`config.mk`:
```
export PLATFORM = sky130hd
export DESIGN_NAME = axil_cmd_master_flat
export DESIGN_NICKNAME = d
export VERILOG_FILES = /design/src/rtl/axil_cmd_pkg.sv /design/src/rtl/axil_cmd_master_if.sv /design/src/rtl/axil_timeout_ctr.sv /design/src/rtl/axil_cmd_master.sv /design/src/flat_wrapper.sv
export SDC_FILE = /design/constraint.sdc
export NUM_CORES = 1
export LEC_CHECK = 0
export ABC_AREA = 1
export CORE_MARGIN = 3
export CORE_UTILIZATION = 37
export CTS_CLUSTER_SIZE = 20
export DETAILED_ROUTE_END_ITERATION = 10
export PLACE_DENSITY_LB_ADDON = 0.12
export REMOVE_ABC_BUFFERS = 1
export SLEW_MARGIN = 30
export SYNTH_ARGS = -nofsm -noshare
export SYNTH_HDL_FRONTEND = slang
export SYNTH_SLANG_ARGS = --single-unit
export TNS_END_PERCENT = 30
```
`constraint.sdc`:
```
create_clock -name clk_main_a0 -period 3.3 [get_ports clk_main_a0]
set_clock_uncertainty 0.05 [all_clocks]
set_input_delay 0.66 -clock clk_main_a0 [delete_from_list [all_inputs] [get_ports clk_main_a0]]
set_output_delay 0.66 -clock clk_main_a0 [all_outputs]
set_load 0.01 [all_outputs]
```
`src/rtl/axil_cmd_pkg.sv`:
```
// Shared types and constants for the AXI4-Lite command master.
// Latency: n/a (declarations only).
// Backpressure: n/a.
package axil_cmd_pkg;

    typedef enum logic [2:0] {
        ST_IDLE,
        ST_WR,
        ST_WR_RESP,
        ST_RD_ADDR,
        ST_RD_DATA,
        ST_RESP
    } state_t;

    localparam logic [1:0] RESP_OKAY   = 2'b00;
    localparam logic [1:0] RESP_SLVERR = 2'b10;

    // States in which the block is waiting on the AXI-Lite slave.
    function automatic logic is_axi_wait(input state_t s);
        return (s == ST_WR) || (s == ST_WR_RESP) || (s == ST_RD_ADDR) || (s == ST_RD_DATA);
    endfunction

endpackage

```
`src/rtl/axil_cmd_master_if.sv`:
```
// Command/response port plus AXI4-Lite master port of axil_cmd_master.
// Latency: n/a (wiring only).
// Backpressure: valid/ready on every channel.
interface axil_cmd_master_if;
    logic        req_valid;
    logic        req_ready;
    logic        req_write;
    logic [31:0] req_addr;
    logic [31:0] req_wdata;
    logic [3:0]  req_wstrb;

    logic        rsp_valid;
    logic        rsp_ready;
    logic [31:0] rsp_rdata;
    logic [1:0]  rsp_resp;

    logic        m_awvalid;
    logic        m_awready;
    logic [31:0] m_awaddr;
    logic        m_wvalid;
    logic        m_wready;
    logic [31:0] m_wdata;
    logic [3:0]  m_wstrb;
    logic        m_bvalid;
    logic        m_bready;
    logic [1:0]  m_bresp;
    logic        m_arvalid;
    logic        m_arready;
    logic [31:0] m_araddr;
    logic        m_rvalid;
    logic        m_rready;
    logic [31:0] m_rdata;
    logic [1:0]  m_rresp;

    modport master (
        input  req_valid, req_write, req_addr, req_wdata, req_wstrb, rsp_ready,
        input  m_awready, m_wready, m_bvalid, m_bresp, m_arready, m_rvalid, m_rdata, m_rresp,
        output req_ready, rsp_valid, rsp_rdata, rsp_resp,
        output m_awvalid, m_awaddr, m_wvalid, m_wdata, m_wstrb, m_bready,
        output m_arvalid, m_araddr, m_rready
    );

    modport slave (
        output req_valid, req_write, req_addr, req_wdata, req_wstrb, rsp_ready,
        output m_awready, m_wready, m_bvalid, m_bresp, m_arready, m_rvalid, m_rdata, m_rresp,
        input  req_ready, rsp_valid, rsp_rdata, rsp_resp,
        input  m_awvalid, m_awaddr, m_wvalid, m_wdata, m_wstrb, m_bready,
        input  m_arvalid, m_araddr, m_rready
    );
endinterface

```
`src/rtl/axil_timeout_ctr.sv`:
```
// Saturating AXI-wait counter with a sticky timeout flag (TIMEOUT_CYCLES=0 disables it).
// Latency: flag rises on the edge at which the count reaches TIMEOUT_CYCLES.
// Backpressure: none; purely observes the enable.
module axil_timeout_ctr #(
    parameter int TIMEOUT_CYCLES = 1024
) (
    input  logic clk_main_a0,
    input  logic rst_n,
    input  logic clr,
    input  logic en,
    output logic timeout_err
);
    // Width always holds TIMEOUT_CYCLES+1, so saturation never hides the match.
    localparam int CW = $clog2(TIMEOUT_CYCLES + 2);
    localparam logic [CW-1:0] CNT_MAX  = '1;
    localparam logic [CW-1:0] CNT_LAST = (TIMEOUT_CYCLES == 0) ? '0 : CW'(TIMEOUT_CYCLES - 1);

    logic [CW-1:0] cnt_q;

    always_ff @(posedge clk_main_a0 or negedge rst_n) begin
        if (!rst_n) begin
            cnt_q       <= '0;
            timeout_err <= 1'b0;
        end else begin
            if (clr) begin
                cnt_q <= '0;
            end else if (en && (cnt_q != CNT_MAX)) begin
                cnt_q <= cnt_q + CW'(1);
            end
            if ((TIMEOUT_CYCLES != 0) && en && !clr && (cnt_q == CNT_LAST)) begin
                timeout_err <= 1'b1;
            end
        end
    end
endmodule

```
`src/rtl/axil_cmd_master.sv`:
```
// Single-outstanding command to AXI4-Lite master bridge with sticky wait timeout.
// Latency: AXI valids 1 cycle after accept; rsp_valid no earlier than 3 cycles after accept.
// Backpressure: req_ready only when idle; rsp held until rsp_ready, AXI valids held until handshake.
module axil_cmd_master
    import axil_cmd_pkg::*;
#(
    parameter int TIMEOUT_CYCLES = 1024
) (
    input  logic                clk_main_a0,
    input  logic                rst_main_n,
    axil_cmd_master_if.master   bus,
    output logic                timeout_err
);
    logic [1:0]  rst_sync_q;
    logic        rst_n;
    state_t      state_q, state_d;
    logic [31:0] addr_q, wdata_q, rdata_q;
    logic [3:0]  wstrb_q;
    logic [1:0]  resp_q;
    logic        aw_done_q, w_done_q;
    logic        accept, aw_hs, w_hs;

    // Reset asserts immediately, releases two clocks after rst_main_n rises.
    always_ff @(posedge clk_main_a0 or negedge rst_main_n) begin
        if (!rst_main_n) rst_sync_q <= 2'b00;
        else             rst_sync_q <= {rst_sync_q[0], 1'b1};
    end
    assign rst_n = rst_sync_q[1];

    assign accept = bus.req_valid && (state_q == ST_IDLE);
    assign aw_hs  = bus.m_awvalid && bus.m_awready;
    assign w_hs   = bus.m_wvalid && bus.m_wready;

    always_ff @(posedge clk_main_a0 or negedge rst_n) begin
        if (!rst_n) state_q <= ST_IDLE;
        else        state_q <= state_d;
    end

    always_comb begin
        state_d       = state_q;
        bus.req_ready = 1'b0;
        bus.rsp_valid = 1'b0;
        bus.m_awvalid = 1'b0;
        bus.m_wvalid  = 1'b0;
        bus.m_bready  = 1'b0;
        bus.m_arvalid = 1'b0;
        bus.m_rready  = 1'b0;
        case (state_q)
            ST_IDLE: begin
                bus.req_ready = 1'b1;
                if (bus.req_valid) state_d = bus.req_write ? ST_WR : ST_RD_ADDR;
            end
            ST_WR: begin
                bus.m_awvalid = !aw_done_q;
                bus.m_wvalid  = !w_done_q;
                if ((aw_done_q || aw_hs) && (w_done_q || w_hs)) state_d = ST_WR_RESP;
            end
            ST_WR_RESP: begin
                bus.m_bready = 1'b1;
                if (bus.m_bvalid) state_d = ST_RESP;
            end
            ST_RD_ADDR: begin
                bus.m_arvalid = 1'b1;
                if (bus.m_arready) state_d = ST_RD_DATA;
            end
            ST_RD_DATA: begin
                bus.m_rready = 1'b1;
                if (bus.m_rvalid) state_d = ST_RESP;
            end
            ST_RESP: begin
                bus.rsp_valid = 1'b1;
                if (bus.rsp_ready) state_d = ST_IDLE;
            end
            default: state_d = ST_IDLE;
        endcase
    end

    always_ff @(posedge clk_main_a0 or negedge rst_n) begin
        if (!rst_n) begin
            addr_q    <= '0;
            wdata_q   <= '0;
            wstrb_q   <= '0;
            rdata_q   <= '0;
            resp_q    <= RESP_OKAY;
            aw_done_q <= 1'b0;
            w_done_q  <= 1'b0;
        end else begin
            if (accept) begin
                addr_q    <= bus.req_addr;
                wdata_q   <= bus.req_wdata;
                wstrb_q   <= bus.req_wstrb;
                aw_done_q <= 1'b0;
                w_done_q  <= 1'b0;
            end
            if (aw_hs) aw_done_q <= 1'b1;
            if (w_hs)  w_done_q  <= 1'b1;
            if ((state_q == ST_WR_RESP) && bus.m_bvalid) begin
                resp_q  <= bus.m_bresp;
                rdata_q <= '0;
            end
            if ((state_q == ST_RD_DATA) && bus.m_rvalid) begin
                resp_q  <= bus.m_rresp;
                rdata_q <= bus.m_rdata;
            end
        end
    end

    assign bus.m_awaddr  = addr_q;
    assign bus.m_araddr  = addr_q;
    assign bus.m_wdata   = wdata_q;
    assign bus.m_wstrb   = wstrb_q;
    assign bus.rsp_rdata = rdata_q;
    assign bus.rsp_resp  = resp_q;

    axil_timeout_ctr #(
        .TIMEOUT_CYCLES (TIMEOUT_CYCLES)
    ) u_timeout_ctr (
        .clk_main_a0 (clk_main_a0),
        .rst_n       (rst_n),
        .clr         (accept),
        .en          (is_axi_wait(state_q)),
        .timeout_err (timeout_err)
    );
endmodule

```
`src/flat_wrapper.sv`:
```
// flat-port wrapper written by rule: the top's interface ports become plain ports
module axil_cmd_master_flat import axil_cmd_pkg::*;
#(
    parameter int TIMEOUT_CYCLES = 1024
)
  (clk_main_a0, rst_main_n, timeout_err, bus_req_valid, bus_req_write, bus_req_addr, bus_req_wdata, bus_req_wstrb, bus_rsp_ready, bus_m_awready, bus_m_wready, bus_m_bvalid, bus_m_bresp, bus_m_arready, bus_m_rvalid, bus_m_rdata, bus_m_rresp, bus_req_ready, bus_rsp_valid, bus_rsp_rdata, bus_rsp_resp, bus_m_awvalid, bus_m_awaddr, bus_m_wvalid, bus_m_wdata, bus_m_wstrb, bus_m_bready, bus_m_arvalid, bus_m_araddr, bus_m_rready);
  axil_cmd_master_if bus_i ();
  input  logic clk_main_a0;
  input  logic rst_main_n;
  output logic timeout_err;
  input wire logic [$bits(bus_i.req_valid)-1:0] bus_req_valid;
  input wire logic [$bits(bus_i.req_write)-1:0] bus_req_write;
  input wire logic [$bits(bus_i.req_addr)-1:0] bus_req_addr;
  input wire logic [$bits(bus_i.req_wdata)-1:0] bus_req_wdata;
  input wire logic [$bits(bus_i.req_wstrb)-1:0] bus_req_wstrb;
  input wire logic [$bits(bus_i.rsp_ready)-1:0] bus_rsp_ready;
  input wire logic [$bits(bus_i.m_awready)-1:0] bus_m_awready;
  input wire logic [$bits(bus_i.m_wready)-1:0] bus_m_wready;
  input wire logic [$bits(bus_i.m_bvalid)-1:0] bus_m_bvalid;
  input wire logic [$bits(bus_i.m_bresp)-1:0] bus_m_bresp;
  input wire logic [$bits(bus_i.m_arready)-1:0] bus_m_arready;
  input wire logic [$bits(bus_i.m_rvalid)-1:0] bus_m_rvalid;
  input wire logic [$bits(bus_i.m_rdata)-1:0] bus_m_rdata;
  input wire logic [$bits(bus_i.m_rresp)-1:0] bus_m_rresp;
  output wire logic [$bits(bus_i.req_ready)-1:0] bus_req_ready;
  output wire logic [$bits(bus_i.rsp_valid)-1:0] bus_rsp_valid;
  output wire logic [$bits(bus_i.rsp_rdata)-1:0] bus_rsp_rdata;
  output wire logic [$bits(bus_i.rsp_resp)-1:0] bus_rsp_resp;
  output wire logic [$bits(bus_i.m_awvalid)-1:0] bus_m_awvalid;
  output wire logic [$bits(bus_i.m_awaddr)-1:0] bus_m_awaddr;
  output wire logic [$bits(bus_i.m_wvalid)-1:0] bus_m_wvalid;
  output wire logic [$bits(bus_i.m_wdata)-1:0] bus_m_wdata;
  output wire logic [$bits(bus_i.m_wstrb)-1:0] bus_m_wstrb;
  output wire logic [$bits(bus_i.m_bready)-1:0] bus_m_bready;
  output wire logic [$bits(bus_i.m_arvalid)-1:0] bus_m_arvalid;
  output wire logic [$bits(bus_i.m_araddr)-1:0] bus_m_araddr;
  output wire logic [$bits(bus_i.m_rready)-1:0] bus_m_rready;
  assign bus_i.req_valid = bus_req_valid;
  assign bus_i.req_write = bus_req_write;
  assign bus_i.req_addr = bus_req_addr;
  assign bus_i.req_wdata = bus_req_wdata;
  assign bus_i.req_wstrb = bus_req_wstrb;
  assign bus_i.rsp_ready = bus_rsp_ready;
  assign bus_i.m_awready = bus_m_awready;
  assign bus_i.m_wready = bus_m_wready;
  assign bus_i.m_bvalid = bus_m_bvalid;
  assign bus_i.m_bresp = bus_m_bresp;
  assign bus_i.m_arready = bus_m_arready;
  assign bus_i.m_rvalid = bus_m_rvalid;
  assign bus_i.m_rdata = bus_m_rdata;
  assign bus_i.m_rresp = bus_m_rresp;
  assign bus_req_ready = bus_i.req_ready;
  assign bus_rsp_valid = bus_i.rsp_valid;
  assign bus_rsp_rdata = bus_i.rsp_rdata;
  assign bus_rsp_resp = bus_i.rsp_resp;
  assign bus_m_awvalid = bus_i.m_awvalid;
  assign bus_m_awaddr = bus_i.m_awaddr;
  assign bus_m_wvalid = bus_i.m_wvalid;
  assign bus_m_wdata = bus_i.m_wdata;
  assign bus_m_wstrb = bus_i.m_wstrb;
  assign bus_m_bready = bus_i.m_bready;
  assign bus_m_arvalid = bus_i.m_arvalid;
  assign bus_m_araddr = bus_i.m_araddr;
  assign bus_m_rready = bus_i.m_rready;
  axil_cmd_master #(.TIMEOUT_CYCLES(TIMEOUT_CYCLES)) u_core (.clk_main_a0(clk_main_a0), .rst_main_n(rst_main_n), .bus(bus_i), .timeout_err(timeout_err));
endmodule
```
==> results.toml <==
[logic_synthesis]
synth_area_leaders = "dfrtp_1, nand2_1, buf_4, buf_6, inv_1"
synth_cell_type_count = 22
mean_syn_cell_area_sq_um = 8.313
synth_seq_cells = 121
post_synth_instance_area_sq_um = 5254
syn-instance-count = 632
synth_largest_type_area_fraction = 0.5763
synth_warnings = 0
ys_seq_area_frac = 0.5763
synthDominantAreaCellType = "dfrtp_1"

[final_layout]
post_route_cells_drive_above_1_share = 0.05517
layout.area.seq_sq_um = 3032
n_fill_cell = 1214
diodes = 0
syn2layout_area_growth_pct = 57.75
multi_input_comb_area_sq_um = 1712
fin_util = 0.6113
finalNetCount = 972

[clock_tree]
cts.sinks = 121
number_of_h_tree_levels = 4
clock_path_buffers = 2
clock_tree_from_tritoncts = "done"
ctsHoldBuffers = 0
cts_resized = 0
clock_latency_ps = 400
cts.repair_timing.setup_buffer_count = 0
tritoncts.num_buffers = 17
clkTransAtPathRegs_ps = 60
cts_root_buf = "clkbuf_16"

[global_route]
tot_gr_track_use = 0.1899
grt_pass1_vias = 4879
grt_first_pass_wirelength_um = 24130
grt-ovfl-total = 0
pin_count_of_the_biggest_net_entering_global_routing = 73
grt_antenna_before_repair = 0

[timing]
finalSetupViolations = 0
tightest_slew_ps = 721.1
period_needed_ps = 2704
rsz0062_at_grt = "false"
setup_ws_ps = 596.0
clock.fmax_mhz = 369.8
number_of_pins_exceeding_their_max_slew_limit_in_the_final_report = 0
timing.final.hold_violations = 0
normalized_max_slew_margin = 0.5186
layout_worst_path_cycle_share = 0.8194

[route]
first_iter_violations = 207
drt-pass1-iter-count = 5
drt_drc_violations_left = 0
routed_wire_length_per_instance_um = 14.03
routed_wl_um = 14670
detail-route-antenna-nets = 0
vias = 4670
post_drt_via_cell_ratio = 4.465

[floorplanning]
floorplan.die.height_um = 125.2
design.die.area_sq_um = 15670
placement_rows = 42
core_sq_um = 13560
ios = 256
die_w_um = 125.2
floorplan.initialDensity = 0.3875

[power_and_ir_drop]
switchingPower_w = 0.002720
internal_power_w = 0.005142
vdd_drop_max_v = 0.0004817
clock_power_share = 0.241
p_leak_nw = 4.074
power.share.combinational = 0.431
cellPowerDensity_nw_per_um2 = 948.6
seqPwrFrac = 0.327
switching_share = 0.3460

[hold_path]
worstHoldPathType = "flip-flop to async pin"

[run]
maxCapViolations = 0

[setup_path]
r2r-start = "u_core.state_q[1]"
arrival_ps = 1990
cp-end-kind = "primary output"
required_ps = 2590
critPathLaunchType = "flip-flop"
cp_max_fo = 6
worstSetupStartpoint = "u_core.state_q[2]"
worstSetupPathType = "flip-flop to primary output"

[placed_design]
port_buffers = 255
post-dp-hpwl_um = 10690
pre_cts_ws_ps = 752.6
place.gp.congestion = 0.8203

[run_status]
run_status = "completed"
==> metrics by stage <==
step           power (W)  std cells  instance area [sq um]  setup TNS [ps]  hold slack, ps
6_report        0.007862       1046                   8288               0           230.6
2_1_floorplan   0.003915        577                   4845          -44100           281.2
4_1_cts         0.007991       1046                   8288               0           258.4
3_5_place_dp    0.006030       1014                   7666               0           257.8
5_1_grt         0.008430       1046                   8288               0           271.8
3_3_place_gp    0.005969       1014                   7666               0           258.3
==> area by class of cell <==
cell class | count | area share
clock inverters | 12 | 0.01993
well taps | 176 | 0.02657
clock buffers | 20 | 0.05510
inverters | 28 | 0.01268
multi-input cells | 428 | 0.2065
repair buffers | 261 | 0.3134
flip-flops and latches | 121 | 0.3658
==> registers in the layout (all words and copies together) (netlist names), 2 cells and up <==
| name | cells |
|---|---|
| u_core.state_q | 3 |
| u_core.u_timeout_ctr.cnt_q | 11 |
| u_core.bus.m_wstrb | 4 |
| u_core.bus.rsp_rdata | 32 |
| u_core.bus.m_araddr | 32 |
| u_core.bus.rsp_resp | 2 |
| u_core.bus.m_wdata | 32 |
| u_core.rst_sync_q | 2 |
==> metal layers <==
layer	track usage	up-vias	wire [um]
li1	-	2326	-
met1	0.2321	2142	6137
met2	0.3094	189	6968
met3	0.07463	13	1395
met4	0.06314	0	172
met5	0	-	0
==> cells in the mapped netlist (all sizes together) <==
cell type / n
nand2: 365
xnor2: 2
xor2: 2
o21bai: 2
ha: 1
nand3: 12
conb: 1
nor2: 25
buf: 53
o21ai: 8
nand4: 7
inv: 28
clkbuf: 2
a21oi: 3
dfrtp: 121
==> path summary, 6_finish.rpt <==
path                                                       to  slack [ps]  cells after the start
worst max-delay path                            bus_m_awvalid         600                      6
min in group clk_main_a0                 u_core.rst_sync_q[1]         300                      0
max in group asynchronous       u_core.u_timeout_ctr.cnt_q[7]        2140                      1
worst min-delay path                   u_core.bus.m_wdata[30]         230                      0
worst max register to register         u_core.bus.m_araddr[5]        1290                      7
worst min register to register         u_core.bus.m_wdata[30]         230                      0
==> worst max-delay path: stages (launching register included) <==
cell	delay (ps)
dfrtp_1	440
inv_1	100
nand2_1	80
nor2_1	170
inv_1	90
nor2_1	150
clkdlybuf4s50_1	570
==> power by group through the flow <==
| stage | sequential, W | combinational, W | clock, W |
|---|---|---|---|
| floorplan | 0.00290 | 0.00101 | 0 |
| global placement | 0.00257 | 0.00340 | 0 |
| detailed placement | 0.00258 | 0.00345 | 0 |
| CTS | 0.00258 | 0.00346 | 0.00195 |
| global route | 0.00267 | 0.00374 | 0.00202 |
| finish | 0.00257 | 0.00339 | 0.00190 |
==> cell families after synthesis <==
family | synth area share
xor+xnor | 0.006669
other cells | 0.0007138
simple gates | 0.3027
buf+inv | 0.09788
compound gates | 0.01333
fa+ha+maj | 0.002381
flops | 0.5763
==> placed cells by master (no fill, tap or decap) <==
cell,instances
nand2_1,363
clkdlybuf4s50_1,255
dfrtp_1,120
inv_1,23
nor2_1,22
clkbuf_16,17
nand3_1,12
o21ai_0,7
nand4_1,7
buf_4,6
inv_2,5
clkinv_4,4
a21oi_1,3
bufinv_16,3
clkinvlp_4,3
nand2_2,2
nor2_4,2
o21bai_1,2
xor2_1,2
xnor2_1,2
clkbuf_8,2
inv_6,2
nor2_2,1
o21ai_1,1
ha_1,1
clkbuf_1,1
conb_1,1
dfrtp_4,1
No activity file was read; power rests on OpenSTA's default activity.
